### config.mk
export PLATFORM = sky130hd
export DESIGN_NAME = banco_registros_sinc
export DESIGN_NICKNAME = d
export VERILOG_FILES = /design/src/rtl/banco_registros_sinc.sv
export SDC_FILE = /design/constraint.sdc
export NUM_CORES = 1
export LEC_CHECK = 0
export BUFFER_PORTS_ARGS = -buffer_cell sky130_fd_sc_hd__buf_4
export CAP_MARGIN = 20
export CORE_MARGIN = 4
export CORE_UTILIZATION = 43
export DETAILED_ROUTE_END_ITERATION = 16
export HOLD_SLACK_MARGIN = 0.03
export PLACE_DENSITY = 0.58
export SKIP_LAST_GASP = 1
export SYNTH_ARGS = -nofsm -noshare
export SYNTH_HDL_FRONTEND = slang
export SYNTH_SLANG_ARGS = --single-unit
### constraint.sdc
create_clock -name clk -period 3.05 [get_ports clk]
set_input_delay 0.1525 -clock clk [delete_from_list [all_inputs] [get_ports clk]]
set_output_delay 0.1525 -clock clk [all_outputs]
set_load 0.05 [all_outputs]
### src/rtl/banco_registros_sinc.sv
// banco_registros_sinc: 2^A x N register file with one write port, two registered
// read ports with write-to-read bypass, and a one-word-per-cycle bulk-clear engine.
// Optional build macro ZERO_REG_HARDWIRED_EN makes word 0 read as constant zero
// and discards writes to it.
module banco_registros_sinc #(
  parameter int unsigned N = 16,
  parameter int unsigned A = 4
) (
  input  logic         clk,
  input  logic         rst,
  input  logic         w,
  input  logic [A-1:0] select_register,
  input  logic [N-1:0] s,
  input  logic [A-1:0] rsel_a,
  input  logic [A-1:0] rsel_b,
  input  logic         clr,
  output logic [N-1:0] ra,
  output logic [N-1:0] rb,
  output logic         busy,
  output logic         done,
  output logic         w_lost
);

  localparam int unsigned DEPTH = 1 << A;
  localparam logic [A-1:0] LastAddr = '1;

  typedef enum logic [0:0] {StIdle, StClear} state_e;

  state_e       state_q, state_d;
  logic [A-1:0] ptr_q, ptr_d;
  logic [N-1:0] mem_q [DEPTH];
  logic [N-1:0] ra_q, ra_d, rb_q, rb_d;
  logic         done_q, done_d;
  logic         w_lost_q, w_lost_d;

  logic         busy_now;
  logic         wr_addr_ok;
  logic         rd_ok_a, rd_ok_b;
  logic         wr_en;

`ifdef ZERO_REG_HARDWIRED_EN
  // Word 0 is a hardwired zero: never written, always read as 0, never bypassed.
  assign wr_addr_ok = (select_register != '0);
  assign rd_ok_a    = (rsel_a != '0);
  assign rd_ok_b    = (rsel_b != '0);
`else
  assign wr_addr_ok = 1'b1;
  assign rd_ok_a    = 1'b1;
  assign rd_ok_b    = 1'b1;
`endif

  assign busy_now = (state_q == StClear);
  assign wr_en    = w & ~busy_now & wr_addr_ok;

  // Clear FSM next state, done pulse and dropped-write flag.
  always_comb begin
    state_d  = state_q;
    ptr_d    = ptr_q;
    done_d   = 1'b0;
    w_lost_d = w & busy_now & wr_addr_ok;
    unique case (state_q)
      StIdle: begin
        if (clr) begin
          state_d = StClear;
          ptr_d   = '0;
        end
      end
      StClear: begin
        // Pointer stops at the last word instead of wrapping; clr is ignored here.
        if (ptr_q == LastAddr) begin
          state_d = StIdle;
          done_d  = 1'b1;
        end else begin
          ptr_d = ptr_q + 1'b1;
        end
      end
      default: state_d = StIdle;
    endcase
  end

  // Read ports: zero while clearing, else bypass a same-edge write, else stored word.
  always_comb begin
    ra_d = '0;
    rb_d = '0;
    if (!busy_now) begin
      if (rd_ok_a) begin
        ra_d = (wr_en && (select_register == rsel_a)) ? s : mem_q[rsel_a];
      end
      if (rd_ok_b) begin
        rb_d = (wr_en && (select_register == rsel_b)) ? s : mem_q[rsel_b];
      end
    end
  end

  // Control and read-data registers with synchronous reset.
  always_ff @(posedge clk) begin
    if (rst) begin
      state_q  <= StIdle;
      ptr_q    <= '0;
      ra_q     <= '0;
      rb_q     <= '0;
      done_q   <= 1'b0;
      w_lost_q <= 1'b0;
    end else begin
      state_q  <= state_d;
      ptr_q    <= ptr_d;
      ra_q     <= ra_d;
      rb_q     <= rb_d;
      done_q   <= done_d;
      w_lost_q <= w_lost_d;
    end
  end

  // Storage: reset zeroes every word; the clear engine owns the array while active.
  always_ff @(posedge clk) begin
    if (rst) begin
      for (int i = 0; i < int'(DEPTH); i++) begin
        mem_q[i] <= '0;
      end
    end else if (busy_now) begin
      mem_q[ptr_q] <= '0;
    end else if (wr_en) begin
      mem_q[select_register] <= s;
    end
  end

  assign ra     = ra_q;
  assign rb     = rb_q;
  assign busy   = busy_now;
  assign done   = done_q;
  assign w_lost = w_lost_q;

endmodule

==> metrics.md <==
| Metric | Value |
|---|---|
| Via count | between 9000 and 10000 |
| Hold Path Origin | rsel_b[2] |
| Startpoint Class | input port |
| Residual DRC count | 0 |
| Post-route clock period utilization | 86.0% |
| WL final | ~40 mm |
| Critical R2R Capture | ra[4] |
| Global route overflow | 0 |
| Ports | 67 |
| Sequential cell area | 8470 um^2 |
| Metal3 WL | between 2 and 3 mm |
| Max Fanout on Critical Path | 32 |
| Clock sinks | approximately 300 |
| R2R Setup Slk | around 0.51 ns |
| CTS tree | built |
| Core ar. | 32800 um^2 |
| Root Driver | clkbuf_16 |
| CTS H-tree lvls | 1 |
| CP top delay family | simple AND/OR/NAND/NOR gates |
| PostCTS Resize Cnt | 0 |
| Hold EP | rb[10] |
| Syn_nets | approximately 1000 |
| Layout area overhead | 16.7% |
| Critical path class | input port to flop |
| Reg2reg path depth | 5 |
| Number of global-route vias before repair | 9050 |
| Setup_tns | 0 ns |
| Final GP Congestion | between 0.8 and 0.9 |
| Endpoints failing setup | 0 |
| CP required | between 3 and 4 ns |
| Clock buffer depth | 3 |
| Highest metal used | met4 |
| CP bufs+invs | 2 |
| Synth cell types | 40 |
| Share of cells above drive strength 1 | 29.7% |
| Maximum VDD drop | 0.362 mV |
| WL met2 | 18.4 mm |
| Global Route Usage Sum | a little over a fifth |
| PwrDens | roughly 600 nW/um^2 |
| First-pass GRT wire length | 59.0 mm |
| Synth warn | 0 |
| Initial antenna violation count | 0 |
| Worst skew pair latency | about 0.58 ns |
| Leakage | around 5.7 nW |
| Worst slew pin tran | 0.958 ns |
| Post-Syn Area | between 10000 and 15000 um^2 |
| Die Ht | around 190 um |
| CTS clock-pin slew for the worst setup and hold paths | approximately 0.06 ns |
| Largest net degree at the start of global routing | 56 |
| Fraction of registers with async set/reset | 0% |
| Die ar. | between 30000 and 40000 um^2 |
| R2R Path Start | busy |
| Antenna diode count | 0 |
| Critical path capture point type | flop |
| Final antenna-violating net count | 0 |
| Port Buffers | 66 |
| Die Span X | ~190 um |
| Type of the worst min-delay path | input port to flop |
| DR WL/cell | roughly 25 um |
| Max cap viols | 0 |
| DR pass1 iterations | 5 |
| Multi-input logic area | roughly 5500 um^2 |
| Slew Limit Fails | 0 |
| Yosys reg bits | slightly below 300 |
| FP Rows | 66 |
| Gate Count Post-Synth | approximately 1000 |
| Slowest cell on the critical path | or4_1 |
| Hpwl dp | 26.5 mm |
| Unrepaired setup endpoints after global routing | false |
| Post-Layout Cell Count | around 1500 |
| Cts bufs inserted | 31 |
| Initial Util | 43.9% |
| M1 wire length | between 15 and 20 mm |
| Arrival time worst endpoint | 3.11 ns |
| Avg Cell Area, Syn | between 10 and 15 um^2 |
| Initial DRC Count | around 770 |
| Setup Buffers After CTS | 0 |
| Via density per instance | around 5.9 |
| Ys flop type | edfxtp_1 |
| Clock skew | between 0.015 and 0.02 ns |
| Largest stage delay on the critical path | about 0.76 ns |
| Inst Count DP | 1470 |
| Post-synth EDFFs | 256 |
| Max-slew headroom | between 30% and 40% |
| Fmax | 0.381 GHz |
| # nets final | roughly 1100 |
| Outcome | complete, no violations |
| Register area share after synthesis | between 50% and 60% |
| Filler instances | between 2000 and 3000 |
| CP Cell Sequence | dlygate4sd3_1, buf_4, nor3b_4, mux2i_4, xnor2_1, or4_1, o22ai_1 |
| WHS Path Cells | 4 |
| Final Hold Fails | 0 |
| Min Tclk post-route | 2.62 ns |
==> cells in the final DEF (no fill, tap or decap), types with 2 or more instances in the layout <==
| cell type | count |
|---|---|
| nand2_1 | 35 |
| buf_4 | 110 |
| edfxtp_1 | 256 |
| nor2b_1 | 5 |
| xor2_1 | 3 |
| nand3_1 | 10 |
| nand3b_1 | 3 |
| nor3_1 | 6 |
| mux2i_1 | 3 |
| xnor2_1 | 9 |
| a22o_1 | 16 |
| o211ai_1 | 2 |
| o22ai_1 | 32 |
| mux4_2 | 144 |
| bufinv_16 | 6 |
| nor2_1 | 268 |
| a21o_1 | 2 |
| clkinv_1 | 2 |
| clkbuf_16 | 35 |
| clkinvlp_4 | 3 |
| inv_1 | 17 |
| a21oi_1 | 7 |
| dlygate4sd3_1 | 4 |
| and2_1 | 3 |
| a221oi_1 | 16 |
| clkinv_2 | 7 |
| nand2b_1 | 18 |
| buf_12 | 8 |
| dfxtp_1 | 39 |
==> final cells by class <==
class                      instances  area share, %
sequential                       295           50.4
multi-input combinational        597           32.8
timing repair buffer             122           6.11
clock buffer                      37           5.32
tap                              442           3.29
clock inverter                    21           1.68
inverter                          18          0.402
==> cell families after synthesis <==
group                      after synthesis  synth area share, %
and+or+nand+nor                        354                 10.2
buffers and inverters                  106                 3.00
adders and majority gates                1               0.0870
AOI/OAI and AO/OA                       81                 4.18
xor gates and xnor gates                12                0.731
muxes                                  149                 23.0
DFF                                    295                 58.9
==> worst max path at each step <==
stage,start,end,slack (ns),depth (start not counted)
3_5_place_dp,rst,ra[10],0.41,6
3_3_place_gp,rst,mem_q[0][8],0.47,7
4_1_cts,rst,ra[4],0.46,7
6_report,rst,ra[4],0.43,7
5_1_grt,rst,ra[2],0.29,7
2_1_floorplan,busy,mem_q[8][0],0.30,8
==> per-stage QoR <==
stage | setup slack [ns] | total power (W) | util (%) | hold WS [ns] | area, um^2
after CTS | 0.461 | 0.0101 | 51.2 | 0.208 | 16800
after global routing | 0.287 | 0.0104 | 51.2 | 0.230 | 16800
after global placement | 0.470 | 0.00585 | 47.5 | 0.501 | 15600
after detailed placement | 0.414 | 0.00587 | 47.5 | 0.497 | 15600
after floorplan | 0.298 | 0.00545 | - | 0.376 | 14400
final | 0.427 | 0.0100 | 51.2 | 0.226 | 16800
==> report_power, final <==
group          switching (W)  internal, W  total (W)
logic               0.000658     0.000484    0.00114
clock network        0.00165      0.00261    0.00425
registers          0.0000892      0.00455    0.00464
==> state kept, by name (all words and copies together), names as in the netlist <==
| register | flops |
|---|---|
| rb | 16 |
| mem_q | 256 |
| ptr_q | 4 |
| done | 1 |
| ra | 16 |
| w_lost | 1 |
| busy | 1 |
==> synth_stat cells (3+ instances only) <==
| cell | number | area share, % |
|---|---|---|
| a21oi_1 | 7 | 0.24 |
| a221oi_1 | 16 | 0.97 |
| a22o_1 | 16 | 0.97 |
| and2_1 | 3 | 0.13 |
| buf_1 | 10 | 0.26 |
| buf_2 | 27 | 0.94 |
| clkbuf_1 | 51 | 1.3 |
| dfxtp_1 | 39 | 5.4 |
| edfxtp_1 | 256 | 53 |
| inv_1 | 17 | 0.44 |
| mux2i_1 | 3 | 0.21 |
| mux4_2 | 144 | 23 |
| nand2_1 | 35 | 0.91 |
| nand2b_1 | 18 | 0.78 |
| nand3_1 | 10 | 0.35 |
| nand3b_1 | 3 | 0.16 |
| nor2_1 | 268 | 7.0 |
| nor2b_1 | 5 | 0.22 |
| nor3_1 | 6 | 0.21 |
| o22ai_1 | 32 | 1.4 |
| xnor2_1 | 9 | 0.55 |
| xor2_1 | 3 | 0.18 |
==> worst reg2reg max path, cell delays in order, from the launching register on <==
cell and delay (ns):
dfxtp_1 0.34, nor3b_4 0.46, mux2i_4 0.43, xnor2_1 0.17, or4_1 0.76, o22ai_1 0.30
==> routing by layer <==
metal	GRT usage, %	vias to the layer above
met5	0	-
met4	3.62	0
met3	2.94	36
met2	34.0	331
met1	33.0	4688
li1	-	3971
==> what timing repair did <==
action	CTS	global route
endpoints found under the setup margin	0	0
hold buffers	4	0
endpoints found under the hold margin	6	0
Power figures use the tool's default switching activity.
